File: src/rtl/fp_minmax_select_if.sv
// rtl/fp_minmax_select_if.sv - operand/result bundle for the FP min/max selector
//
// Purpose: groups the operand-side inputs, the comparator flag and the
// ordered-pair results of fp_minmax_select into one interface.
//   master : upstream driver (drives operands, tag and less_in; observes results)
//   slave  : the selector itself (consumes operands, produces results)
// Signals:
//   in_valid/in_a/in_b/in_tag : operand pair, same cycle it enters the comparator
//   less_in                   : comparator flag (A < B), valid CMP_LAT cycles later
//   out_valid/out_min/out_max/out_tag/out_a_lt_b/out_nan : ordered result
//   pair_count                : saturating count of emitted pairs
interface fp_minmax_select_if #(
    parameter int WIDTH = 65,
    parameter int TAG_W = 8
);
    logic             in_valid;
    logic [WIDTH:0]   in_a;
    logic [WIDTH:0]   in_b;
    logic [TAG_W-1:0] in_tag;
    logic             less_in;
    logic             out_valid;
    logic [WIDTH:0]   out_min;
    logic [WIDTH:0]   out_max;
    logic [TAG_W-1:0] out_tag;
    logic             out_a_lt_b;
    logic             out_nan;
    logic [15:0]      pair_count;

    modport master (
        output in_valid, in_a, in_b, in_tag, less_in,
        input  out_valid, out_min, out_max, out_tag, out_a_lt_b, out_nan, pair_count
    );

    modport slave (
        input  in_valid, in_a, in_b, in_tag, less_in,
        output out_valid, out_min, out_max, out_tag, out_a_lt_b, out_nan, pair_count
    );
endinterface

File: src/rtl/fp_minmax_select.sv
// rtl/fp_minmax_select.sv - pipelined min/max selector driven by an FP less-than flag
//
// Purpose: delays a FloPoCo operand pair and its tag by CMP_LAT stages so it
// lines up with the comparator's registered less flag, then registers the
// ordered pair (min, max). Latency CMP_LAT+1, one pair per cycle, no stall.
// Ports:
//   clk  : clock, rising edge
//   rst  : asynchronous active-high reset
//   bus  : fp_minmax_select_if.slave (operands, less_in, results, pair_count)
// Parameters: WIDTH (operand MSB index), CMP_LAT (1..16), TAG_W.
// Configuration macro: FP_MINMAX_NAN_EN - when defined, an operand with
// exn==2'b11 overrides less_in and is reported as both min and max; when
// undefined, out_nan is constant 0 and no exn decode exists.
module fp_minmax_select #(
    parameter int WIDTH   = 65,
    parameter int CMP_LAT = 3,
    parameter int TAG_W   = 8
) (
    input  logic             clk,
    input  logic             rst,
    fp_minmax_select_if.slave bus
);
    localparam int AL = CMP_LAT - 1;  // stage aligned with less_in

    // Delay line: only the valid bits need reset, payload just follows.
    logic [CMP_LAT-1:0] vld_q;
    logic [WIDTH:0]     a_q   [CMP_LAT];
    logic [WIDTH:0]     b_q   [CMP_LAT];
    logic [TAG_W-1:0]   tag_q [CMP_LAT];

    always_ff @(posedge clk or posedge rst) begin
        if (rst) begin
            vld_q <= '0;
        end else begin
            vld_q[0] <= bus.in_valid;
            for (int k = 1; k < CMP_LAT; k++) begin
                vld_q[k] <= vld_q[k-1];
            end
        end
    end

    always_ff @(posedge clk) begin
        a_q[0]   <= bus.in_a;
        b_q[0]   <= bus.in_b;
        tag_q[0] <= bus.in_tag;
        for (int k = 1; k < CMP_LAT; k++) begin
            a_q[k]   <= a_q[k-1];
            b_q[k]   <= b_q[k-1];
            tag_q[k] <= tag_q[k-1];
        end
    end

    // Output register and its next state.
    logic             valid_q, valid_d;
    logic [WIDTH:0]   min_q, min_d;
    logic [WIDTH:0]   max_q, max_d;
    logic [TAG_W-1:0] otag_q, otag_d;
    logic             lt_q, lt_d;
    logic [15:0]      cnt_q, cnt_d;
`ifdef FP_MINMAX_NAN_EN
    logic             nan_q, nan_d;
    logic             a_nan, b_nan;

    assign a_nan = (a_q[AL][WIDTH:WIDTH-1] == 2'b11);
    assign b_nan = (b_q[AL][WIDTH:WIDTH-1] == 2'b11);
`endif

    always_comb begin
        valid_d = 1'b0;
        min_d   = min_q;
        max_d   = max_q;
        otag_d  = otag_q;
        lt_d    = lt_q;
`ifdef FP_MINMAX_NAN_EN
        nan_d   = nan_q;
`endif
        if (vld_q[AL]) begin
            valid_d = 1'b1;
            otag_d  = tag_q[AL];
            lt_d    = bus.less_in;
            // Ties (equal values, +0/-0) fall into the else branch, so A is max.
            if (bus.less_in) begin
                min_d = a_q[AL];
                max_d = b_q[AL];
            end else begin
                min_d = b_q[AL];
                max_d = a_q[AL];
            end
`ifdef FP_MINMAX_NAN_EN
            // NaN propagates to both outputs; A wins when both are NaN.
            if (a_nan) begin
                min_d = a_q[AL];
                max_d = a_q[AL];
            end else if (b_nan) begin
                min_d = b_q[AL];
                max_d = b_q[AL];
            end
            nan_d = a_nan | b_nan;
`endif
        end
        // Count in the same cycle the pulse is presented, sticking at all-ones.
        cnt_d = cnt_q;
        if (valid_d && (cnt_q != 16'hFFFF)) begin
            cnt_d = cnt_q + 16'd1;
        end
    end

    always_ff @(posedge clk or posedge rst) begin
        if (rst) begin
            valid_q <= 1'b0;
            min_q   <= '0;
            max_q   <= '0;
            otag_q  <= '0;
            lt_q    <= 1'b0;
            cnt_q   <= '0;
        end else begin
            valid_q <= valid_d;
            min_q   <= min_d;
            max_q   <= max_d;
            otag_q  <= otag_d;
            lt_q    <= lt_d;
            cnt_q   <= cnt_d;
        end
    end

`ifdef FP_MINMAX_NAN_EN
    always_ff @(posedge clk or posedge rst) begin
        if (rst) begin
            nan_q <= 1'b0;
        end else begin
            nan_q <= nan_d;
        end
    end
    assign bus.out_nan = nan_q;
`else
    assign bus.out_nan = 1'b0;
`endif

    assign bus.out_valid  = valid_q;
    assign bus.out_min    = min_q;
    assign bus.out_max    = max_q;
    assign bus.out_tag    = otag_q;
    assign bus.out_a_lt_b = lt_q;
    assign bus.pair_count = cnt_q;
endmodule

File: src/flat_wrapper.sv
// flat-port wrapper written by rule: the top's interface ports become plain ports
module fp_minmax_select_flat 
#(
    parameter int WIDTH   = 65,
    parameter int CMP_LAT = 3,
    parameter int TAG_W   = 8
)
  (clk, rst, bus_in_valid, bus_in_a, bus_in_b, bus_in_tag, bus_less_in, bus_out_valid, bus_out_min, bus_out_max, bus_out_tag, bus_out_a_lt_b, bus_out_nan, bus_pair_count);
  fp_minmax_select_if #(.WIDTH(WIDTH), .TAG_W(TAG_W)) bus_i ();
  input  logic clk;
  input  logic rst;
  input wire logic [$bits(bus_i.in_valid)-1:0] bus_in_valid;
  input wire logic [$bits(bus_i.in_a)-1:0] bus_in_a;
  input wire logic [$bits(bus_i.in_b)-1:0] bus_in_b;
  input wire logic [$bits(bus_i.in_tag)-1:0] bus_in_tag;
  input wire logic [$bits(bus_i.less_in)-1:0] bus_less_in;
  output wire logic [$bits(bus_i.out_valid)-1:0] bus_out_valid;
  output wire logic [$bits(bus_i.out_min)-1:0] bus_out_min;
  output wire logic [$bits(bus_i.out_max)-1:0] bus_out_max;
  output wire logic [$bits(bus_i.out_tag)-1:0] bus_out_tag;
  output wire logic [$bits(bus_i.out_a_lt_b)-1:0] bus_out_a_lt_b;
  output wire logic [$bits(bus_i.out_nan)-1:0] bus_out_nan;
  output wire logic [$bits(bus_i.pair_count)-1:0] bus_pair_count;
  assign bus_i.in_valid = bus_in_valid;
  assign bus_i.in_a = bus_in_a;
  assign bus_i.in_b = bus_in_b;
  assign bus_i.in_tag = bus_in_tag;
  assign bus_i.less_in = bus_less_in;
  assign bus_out_valid = bus_i.out_valid;
  assign bus_out_min = bus_i.out_min;
  assign bus_out_max = bus_i.out_max;
  assign bus_out_tag = bus_i.out_tag;
  assign bus_out_a_lt_b = bus_i.out_a_lt_b;
  assign bus_out_nan = bus_i.out_nan;
  assign bus_pair_count = bus_i.pair_count;
  fp_minmax_select #(.WIDTH(WIDTH), .CMP_LAT(CMP_LAT), .TAG_W(TAG_W)) u_core (.clk(clk), .rst(rst), .bus(bus_i));
endmodule
File: config.mk
export PLATFORM = sky130hd
export DESIGN_NAME = fp_minmax_select_flat
export DESIGN_NICKNAME = d
export VERILOG_FILES = /design/src/rtl/fp_minmax_select_if.sv /design/src/rtl/fp_minmax_select.sv /design/src/flat_wrapper.sv
export SDC_FILE = /design/constraint.sdc
export NUM_CORES = 1
export LEC_CHECK = 0
export CORE_ASPECT_RATIO = 1.25
export CORE_UTILIZATION = 35
export CTS_BUF_LIST = sky130_fd_sc_hd__clkbuf_16
export DETAILED_ROUTE_END_ITERATION = 10
export MAX_ROUTING_LAYER = met4
export PLACE_DENSITY = 0.63
export REMOVE_ABC_BUFFERS = 1
export SLEW_MARGIN = 25
export SYNTH_ARGS = -nofsm -noshare
export SYNTH_HDL_FRONTEND = slang
export SYNTH_SLANG_ARGS = --single-unit
File: constraint.sdc
create_clock -name clk -period 8.2 [get_ports clk]
set_input_delay 1.64 -clock clk [delete_from_list [all_inputs] [get_ports clk]]
set_output_delay 1.64 -clock clk [all_outputs]
set_load 0.01 [all_outputs]
==> reports/qor.yml, run 1 <==
drt:
  drc_errors: 0
  wirelength_microns: 30000
  drt-initial-drc-count: 293
  via_per_inst: 4.29
  post_drt_wl_per_cell_microns: 14.8
  ant_nets: 0
  first_pass_iters: 4
  vias: 8682
yosys:
  yosysTopAreaCell: "dfxtp_1"
  syn_area_sq_mm: 0.0157
  synth_common_cells: "dfxtp_1, dfrtp_1, nor2_1, a21oi_1, mux2i_1"
  synth_xor_area_frac: 0.00669
  synthDistinctLibCells: 37
  synthAdderAreaFrac: 0.000797
  ys_seq_elements: 581
  yosysWarnings: 0
  postSynthCellCount: 1092
  yosys-top-cells-area: "dfxtp_1, dfrtp_1, mux2i_1"
  synth_top_family_by_area: "multiplexers"
  synth_edf_count: 0
  ys_seq_area_frac: 0.792
  synthMostInstantiatedCell: "dfxtp_1"
  synth_top_area_frac: 0.536
  muxShareOfSynthArea: 0.0923
  synth-async-reset-ratio: 0.277
  yosys.area_share.simple: 0.0478
  synth_ff_type: "dfxtp_1"
  syn_avg_cell_area_sq_um: 14.4
  synth-compound-area-share: 0.0453
setup_path:
  worstPathBufferInverterCount: 1
  worstPathArrival_ps: 1670
  path_cells: "clkdlybuf4s50_1"
  cp_top_family: "buffers and inverters"
  crit_path_start_kind: "flop"
  path_class: "reg -> out"
  endpoint_kind: "output pin"
  worst_ep_required_time_ps: 6560
  slowest_stage: "clkdlybuf4s50_1"
  slowest_delay_ps: 600
  path_max_fanout: 6
grt:
  grt_pass1_wl_microns: 47100
  antenna_found_initial: 2
  grt_pass1_vias: 8850
  grt_overflow: 0
  grt_max_degree: 215
  grt_util_all_layers: 0.136
placement:
  placed_area_sq_mm: 0.0192
  post-dp-hpwl_microns: 19200
  portBuffers: 301
  place_congestion: 0.807
cells_and_area:
  drive_gt1_frac: 0.0793
  syn2layout_area_growth_pct: 34.1
  nets: 1550
  finalInstanceArea_sq_mm: 0.0210
timing:
  fin_setup_tns_ps: 0
  max_freq_mhz: 302
  rsz0062_at_grt: "false"
  maxSlewHeadroom: 0.229
  hold_violations: 0
  setup_viol: 0
  worst_pin_slew_ps: 1160
  timing.final.crit_share: 0.403
  finalMaxSlewViolations: 0
  post-route-min-period_ps: 3310
  clock_skew_ps: 19.5
floorplanning:
  die_area_sq_mm: 0.0457
  std_cell_rows: 86
  top_level_ports: 303
  die_y_microns: 239
  dieWidth_microns: 191
  initial_core_util: 0.356
  coreArea_sq_mm: 0.0441
pwr:
  irDropWorstVdd_mv: 0.207
  leakage_nw: 8.92
  powerDensity_mw_per_mm2: 291
cts:
  clkTransAtPathRegs_ps: 60
  cts_htree_levels: 2
  postCtsHoldBufs: 0
  ctsResizeCount: 0
  cts_tree: "built"
  numCtsBuffers: 55
  cts_num_sinks: 581
  root_buffer: "clkbuf_16"
  clock_latency_ps: 590
  cts_max_path_buffers: 3
  postCtsSetupBuffers: 0
outcome:
  outcome: "finished, final reports clean"
flow_run:
  drv_cap: 0
hold_path:
  min_path_type: "reg -> reg"
[metrics by stage]
step / total power [W] / hold WS, ps / setup WS (ps) / utilization / std cells
after CTS: 0.00622 / 322 / 4840 / 0.477 / 2023
after global routing: 0.00640 / 324 / 4790 / 0.477 / 2025
after floorplan: 0.00338 / 310 / 2120 / - / 1044
after detailed placement: 0.00372 / 312 / 4290 / 0.436 / 1920
final: 0.00611 / 323 / 4890 / 0.477 / 2025
after global placement: 0.00371 / 310 / 4400 / 0.436 / 1920
[sequential cells by signal, summed over array words and instances (netlist names)]
register / flops
u_core.bus.out_tag: 8
u_core.b_q: 198
u_core.bus.out_min: 66
u_core.bus.out_max: 66
u_core.bus.pair_count: 16
u_core.bus.out_valid: 1
u_core.tag_q: 24
u_core.bus.out_a_lt_b: 1
u_core.a_q: 198
u_core.vld_q: 3
[logic make-up (layout without fill, tap and decap cells)]
kind of cell / after synthesis / in the layout
compound gates: 137 / 137
xor+xnor: 12 / 12
fa+ha+maj: 1 / 1
buf+inv: 49 / 408
flops: 581 / 581
mux: 143 / 143
other cells: 1 / 3
simple gates: 168 / 168
[path summary, 6_finish.rpt]
kind | from | endpoint | slack (ps) | cells past startpoint
min reg2reg | u_core.b_q[0][95] | u_core.b_q[0][161] | 320 | 0
max in group asynchronous | rst | u_core.bus.out_min[42] | 5250 | 3
max | u_core.bus.pair_count[2] | bus_pair_count[2] | 4890 | 1
max reg2reg | u_core.vld_q[2] | u_core.bus.out_tag[4] | 5850 | 2
min in group asynchronous | rst | u_core.bus.pair_count[13] | 1570 | 2
min | u_core.b_q[0][95] | u_core.b_q[0][161] | 320 | 0
[per-layer routing]
| layer | part of all wire | track usage | routed length (microns) | up-vias |
|---|---|---|---|---|
| li1 | - | - | - | 4318 |
| met1 | 0.41 | 0.156 | 12300 | 4054 |
| met2 | 0.49 | 0.221 | 14700 | 237 |
| met3 | 0.069 | 0.0443 | 2060 | 73 |
| met4 | 0.032 | 0.0524 | 956 | 0 |
| met5 | 0 | - | 0 | - |
[where the power goes]
part	internal (W)	total, W	switching (W)	leakage (nW)
clock	0.00139	0.00246	0.00107	0.922
sequential	0.00304	0.00315	0.000111	5.37
combinational	0.000294	0.000509	0.000215	2.63
total	0.00472	0.00611	0.00140	8.92
[placed cells by master, fill, tap and decap left out, types with 9 or more instances in the layout]
cell and n:
a21oi_1 133, clkbuf_16 58, clkinv_2 10, nor2_1 136
dfxtp_1 420, inv_1 11, mux2_2 9, dfrtp_1 160
clkdlybuf4s50_1 300, mux2i_1 132
[final cells by class]
type	count	area, sq um
Clock inverter	45	338
Sequential cell	581	12400
Clock buffer	58	1450
Tap cell	572	716
Timing Repair Buffer	304	3050
Multi-Input combinational cell	462	3030
Inverter	1	11.3
Fill cell	3945	23100
Antenna cell	2	5.00
No activity file was read; power rests on OpenSTA's default activity.
==> run 2, diff against run 1 <==
- clock period: 8.2 -> 3.25 ns (I/O delays scaled with it)
==> reports/qor.yml, run 2 (same netlist as run 1, synthesis figures left out) <==
setup_path:
  endpoint_kind: "output pin"
  cp_top_family: "buffers and inverters"
  rrSetupSlack_ps: 1270  # -4580 ps
  cp-startpoint: "u_core.bus.pair_count[2]"
  path_class: "reg -> out"
  path_cells: "clkdlybuf4s50_1"
  path_max_fanout: 6  # unchanged
  slowest_stage: "clkdlybuf4s50_1"
  worst_ep_required_time_ps: 2600  # -3960 ps
  worstPathArrival_ps: 1660  # about the same
  worstPathBufferInverterCount: 1  # unchanged
  crit_path_start_kind: "flop"
  worst-path-stages: 1  # unchanged
  reg2reg_depth: 4  # +2
  r2r_start: "u_core.vld_q[2]"
  slowest_delay_ps: 610  # about the same
grt:
  met3_usage: 0.0493  # +0.00499
  grt_max_degree: 95  # -56%
  grt_pass1_vias: 8769  # -0.92%
  grt_use_met2: 0.217  # -0.00384
  top_usage_layer: "met2"
  antenna_found_initial: 6  # +4
  grt_overflow: 0  # unchanged
  grt_pass1_wl_microns: 47000  # about the same
  grt_use_met1: 0.156  # +0.000587
  grt_util_all_layers: 0.137  # +0.000724
cells_and_area:
  nets: 1557  # +0.45%
  syn2layout_area_growth_pct: 34.8
  drive_gt1_frac: 0.0830  # +0.00373
  final.fill_count: 3878  # -1.7%
  layout_commonest_cell: "dfxtp_1"
  reg_top3: "u_core.a_q (198), u_core.b_q (198)"
  finalInstanceArea_sq_mm: 0.0212  # +0.59%
  final_cell_mix: "dfxtp_1, clkdlybuf4s50_1, dfrtp_1"
placement:
  post-dp-hpwl_microns: 20200  # +5.0%
  place_congestion: 0.737  # -8.6%
  placed_area_sq_mm: 0.0194  # +0.70%
  portBuffers: 301  # unchanged
pwr:
  irDropWorstVdd_mv: 0.466  # +120%
  p_clk_frac: 0.399  # -0.003
  p_switching_w: 0.00349  # +150%
  powerDensity_mw_per_mm2: 726  # +150%
  combPwrFrac: 0.085  # +0.002
  leakage_nw: 8.96  # +0.44%
  internal-power_w: 0.0119  # +150%
  fin_total_pwr_w: 0.0154  # +150%
  switching_share: 0.227  # -0.00134
  seqPwrFrac: 0.516  # about the same
drt:
  ant_nets: 0  # unchanged
  post_drt_wl_per_cell_microns: 14.9  # +0.69%
  drt-initial-drc-count: 215  # -27%
  drc_errors: 0  # unchanged
  vias: 8665  # -0.20%
  via_per_inst: 4.26  # -0.74%
  wirelength_microns: 30300  # +1.2%
  first_pass_iters: 5  # +1
floorplanning:
  std_cell_rows: 86  # unchanged
  die_area_sq_mm: 0.0457  # unchanged
  top_level_ports: 303  # unchanged
  coreArea_sq_mm: 0.0441  # unchanged
  die_y_microns: 239  # unchanged
  dieWidth_microns: 191  # unchanged
  initial_core_util: 0.356  # unchanged
hold_path:
  min_path_type: "reg -> reg"
  min_from: "u_core.b_q[0][110]"
  holdPathStages: 0  # unchanged
cts:
  clock_latency_ps: 590  # about the same
  cts_num_sinks: 581  # unchanged
  clkTransAtPathRegs_ps: 60  # about the same
  postCtsHoldBufs: 0  # unchanged
  ctsResizeCount: 0  # unchanged
  cts_htree_levels: 2  # unchanged
  root_buffer: "clkbuf_16"
  postCtsSetupBuffers: 0  # unchanged
  numCtsBuffers: 54  # -1.8%
  cts_max_path_buffers: 3  # unchanged
  cts_tree: "built"
timing:
  worst_pin_slew_ps: 792  # -364 ps
  timing.final.crit_share: 0.710
  hold_violations: 0  # unchanged
  finalMaxSlewViolations: 0  # unchanged
  clock_skew_ps: 30.3  # +10.8 ps
  post-route-min-period_ps: 2310
  maxSlewHeadroom: 0.472  # +0.243
  max_freq_mhz: 433
  setup_viol: 0  # unchanged
  rsz0062_at_grt: "false"
outcome:
  outcome: "finished, final reports clean"
flow_run:
  drv_cap: 0  # unchanged
-- run 2: cell types whose count changed in the layout (fill, tap and decap cells not counted) --
cell       delta
clkinv_1      +4
clkinv_8      +1
buf_12        +6
clkinv_2      +3
clkinv_4      +3
diode_2       +4
bufinv_16     +1
inv_6         -3
inv_8         -1
clkbuf_16     -2
inv_4         -4
inv_1         -3
buf_4         +2
-- run 2: worst paths after layout --
kind | endpoint
setup / recovery | bus_pair_count[2]
hold / removal | u_core.b_q[0][176]
setup reg to reg | u_core.bus.pair_count[13]
hold reg to reg | u_core.b_q[0][176]
max in group asynchronous | u_core.bus.out_min[45]
min in group asynchronous | u_core.bus.pair_count[6]
-- run 2: layout make-up --
type | count | area, sq um | area share
diodes | 6 | 15.0 | 0.000709
inverters | 1 | 8.76 | 0.000414
clock inverters | 46 | 369 | 0.0174
clock buffers | 56 | 1400 | 0.0662
multi-input cells | 462 | 3030 | 0.143
flip-flops and latches | 581 | 12400 | 0.588
repair buffers | 312 | 3190 | 0.151
well taps | 572 | 716 | 0.0338
-- run 2: power by group through the flow --
stage	Sequential (W)	Combinational [W]	Clock, W
2_1_floorplan	0.00816	0.000379	0
3_3_place_gp	0.00807	0.00131	0
3_5_place_dp	0.00808	0.00133	0
4_1_cts	0.00794	0.00133	0.00635
5_1_grt	0.00799	0.00141	0.00666
6_report	0.00793	0.00131	0.00614
-- run 2: metal layers --
layer  part of all wire  routed length [microns]  vias up
li1                   -                        -     4333
met1               0.41                    12400     4035
met2               0.48                    14700      239
met3              0.080                     2430       58
met4              0.028                      848        0
met5                  0                        0        -
-- run 2: metrics by stage --
step,instances,worst slack (ps),hold slack [ps],utilization,setup TNS [ps]
6_report,2036,942,313,0.480,0
5_1_grt,2036,850,325,0.480,0
3_5_place_dp,1928,1060,312,0.439,0
3_3_place_gp,1928,1110,310,0.439,0
4_1_cts,2030,898,308,0.480,0
2_1_floorplan,1044,-2830,310,-,-567430
==> run 3, diff against run 2 <==
- PLACE_DENSITY: 0.63 -> 0.65
- clock period: 3.25 -> 2.1 ns (I/O delays scaled with it)
==> reports/qor.yml, run 3 (same netlist as run 1, synthesis figures left out) <==
floorplanning:
  dieWidth_microns: 191  # unchanged
  top_level_ports: 303  # unchanged
  die_y_microns: 239  # unchanged
  initial_core_util: 0.356  # unchanged
  coreArea_sq_mm: 0.0441  # unchanged
  die_area_sq_mm: 0.0457  # unchanged
  std_cell_rows: 86  # unchanged
cells_and_area:
  final.fill_count: 3883  # +0.13%
  syn2layout_area_growth_pct: 34.9  # about the same
  reg_top3: "u_core.a_q (198), u_core.b_q (198)"
  layout_commonest_cell: "dfxtp_1"
  drive_gt1_frac: 0.0847  # +0.00171
  final_cell_mix: "dfxtp_1, clkdlybuf4s50_1, dfrtp_1"
  nets: 1562  # +0.32%
  fin_cells: 2039  # +0.15%
setup_path:
  r2r_start: "u_core.bus.pair_count[0]"
  worst_ep_required_time_ps: 1680  # -920 ps
  slowest_delay_ps: 590  # -20 ps
  path_max_fanout: 5  # -1
  path_class: "reg -> out"
  cp_top_family: "buffers and inverters"
  worstPathArrival_ps: 1600  # -60 ps
  crit_path_start_kind: "flop"
  cp-startpoint: "u_core.bus.pair_count[4]"
  slowest_stage: "clkdlybuf4s50_1"
  worstPathBufferInverterCount: 1  # unchanged
  path_cells: "clkdlybuf4s50_1"
  endpoint_kind: "output pin"
hold_path:
  min_path_type: "in -> async"
drt:
  post_drt_wl_per_cell_microns: 14.8  # -0.90%
  first_pass_iters: 6  # +1
  drt-initial-drc-count: 233  # +8.4%
  via_per_inst: 4.28  # +0.50%
  drc_errors: 0  # unchanged
  wirelength_microns: 30100  # -0.75%
  vias: 8721  # +0.65%
  ant_nets: 0  # unchanged
placement:
  post-dp-hpwl_microns: 19800  # -2.1%
  place_inst: 1931  # +0.16%
  place_congestion: 0.825  # +12%
  portBuffers: 301  # unchanged
pwr:
  combPwrFrac: 0.088  # +0.003
  fin_total_pwr_w: 0.0237  # +54%
  p_clk_frac: 0.396  # -0.003
  internal-power_w: 0.0183  # +54%
  leakage_nw: 8.99  # +0.38%
  powerDensity_mw_per_mm2: 1120  # +54%
  irDropWorstVdd_mv: 0.792  # +70%
  switching_share: 0.227  # -0.000454
  seqPwrFrac: 0.516  # about the same
  p_switching_w: 0.00537  # +54%
cts:
  cts_num_sinks: 581  # unchanged
  clock_latency_ps: 590  # about the same
  numCtsBuffers: 55  # +1.9%
  cts_max_path_buffers: 3  # unchanged
  clkTransAtPathRegs_ps: 60  # about the same
  cts_tree: "built"
  cts_htree_levels: 2  # unchanged
  root_buffer: "clkbuf_16"
grt:
  grt_max_degree: 102  # +7.4%
  antenna_found_initial: 3  # -3
  grt_pass1_vias: 8903  # +1.5%
  grt_pass1_wl_microns: 46700  # -0.59%
  grt_overflow: 0  # unchanged
  grt_util_all_layers: 0.135  # -0.00204
timing:
  finalMaxSlewViolations: 0  # unchanged
  hold_violations: 0  # unchanged
  clock_skew_ps: 23.0  # -7.29 ps
  setup_viol: 0  # unchanged
  max_freq_mhz: 495
  post-route-min-period_ps: 2020
  rsz0062_at_grt: "false"
  timing.final.crit_share: 0.963
outcome:
  outcome: "finished, final reports clean"
flow_run:
  drv_cap: 0  # unchanged
## run 3: layout make-up
class / instances / area, sq um / share of cell area
well taps: 572 / 716 / 0.0338
inverters: 1 / 8.76 / 0.000414
clock inverters: 47 / 315 / 0.0149
diodes: 3 / 7.51 / 0.000355
flip-flops and latches: 581 / 12500 / 0.588
repair buffers: 316 / 3220 / 0.152
multi-input cells: 462 / 3030 / 0.143
clock buffers: 57 / 1430 / 0.0674
## run 3: worst paths after layout
check	end	slack, ps	depth (start not counted)
setup / recovery	bus_pair_count[4]	80	1
hold / removal	u_core.bus.pair_count[10]	70	2
setup reg to reg	u_core.bus.pair_count[12]	460	5
hold reg to reg	u_core.tag_q[2][5]	320	0
max in group asynchronous	u_core.bus.out_tag[0]	1520	3
min in group clk	u_core.b_q[0][27]	270	1
## run 3: what timing repair did
action,CTS,global route
endpoints found under the setup margin,3,7
resized for setup,3,6
setup buffers,0,1
hold endpoints to repair,0,0
hold buffers,0,0
## run 3: per-layer routing
metal  track usage  routed length (microns)  vias up
li1              -                        -     4310
met2         0.221                    14800      248
met5             -                        0        -
met4        0.0539                      893        0
met1         0.149                    12200     4106
met3        0.0483                     2260       57
## run 3: stage by stage
step / utilization / instance area [sq um] / TNS (ps) / hold WS [ps] / setup slack (ps)
floorplan: - / 15500 / -897250 / 310 / -3980
global placement: 0.440 / 19400 / 0 / 310 / 510
detailed placement: 0.440 / 19400 / 0 / 312 / 449
CTS: 0.479 / 21200 / 0 / 28.6 / 11.0
global route: 0.480 / 21200 / 0 / 43.9 / 5.82
finish: 0.480 / 21200 / 0 / 74.4 / 78.0
## run 3: power groups by stage
stage	Combinational, W	Clock, W	Sequential, W
global placement	0.00205	0	0.0125
floorplan	0.000586	0	0.0126
global route	0.00226	0.0102	0.0123
finish	0.00208	0.00939	0.0122
CTS	0.00209	0.00971	0.0123
detailed placement	0.00208	0	0.0125
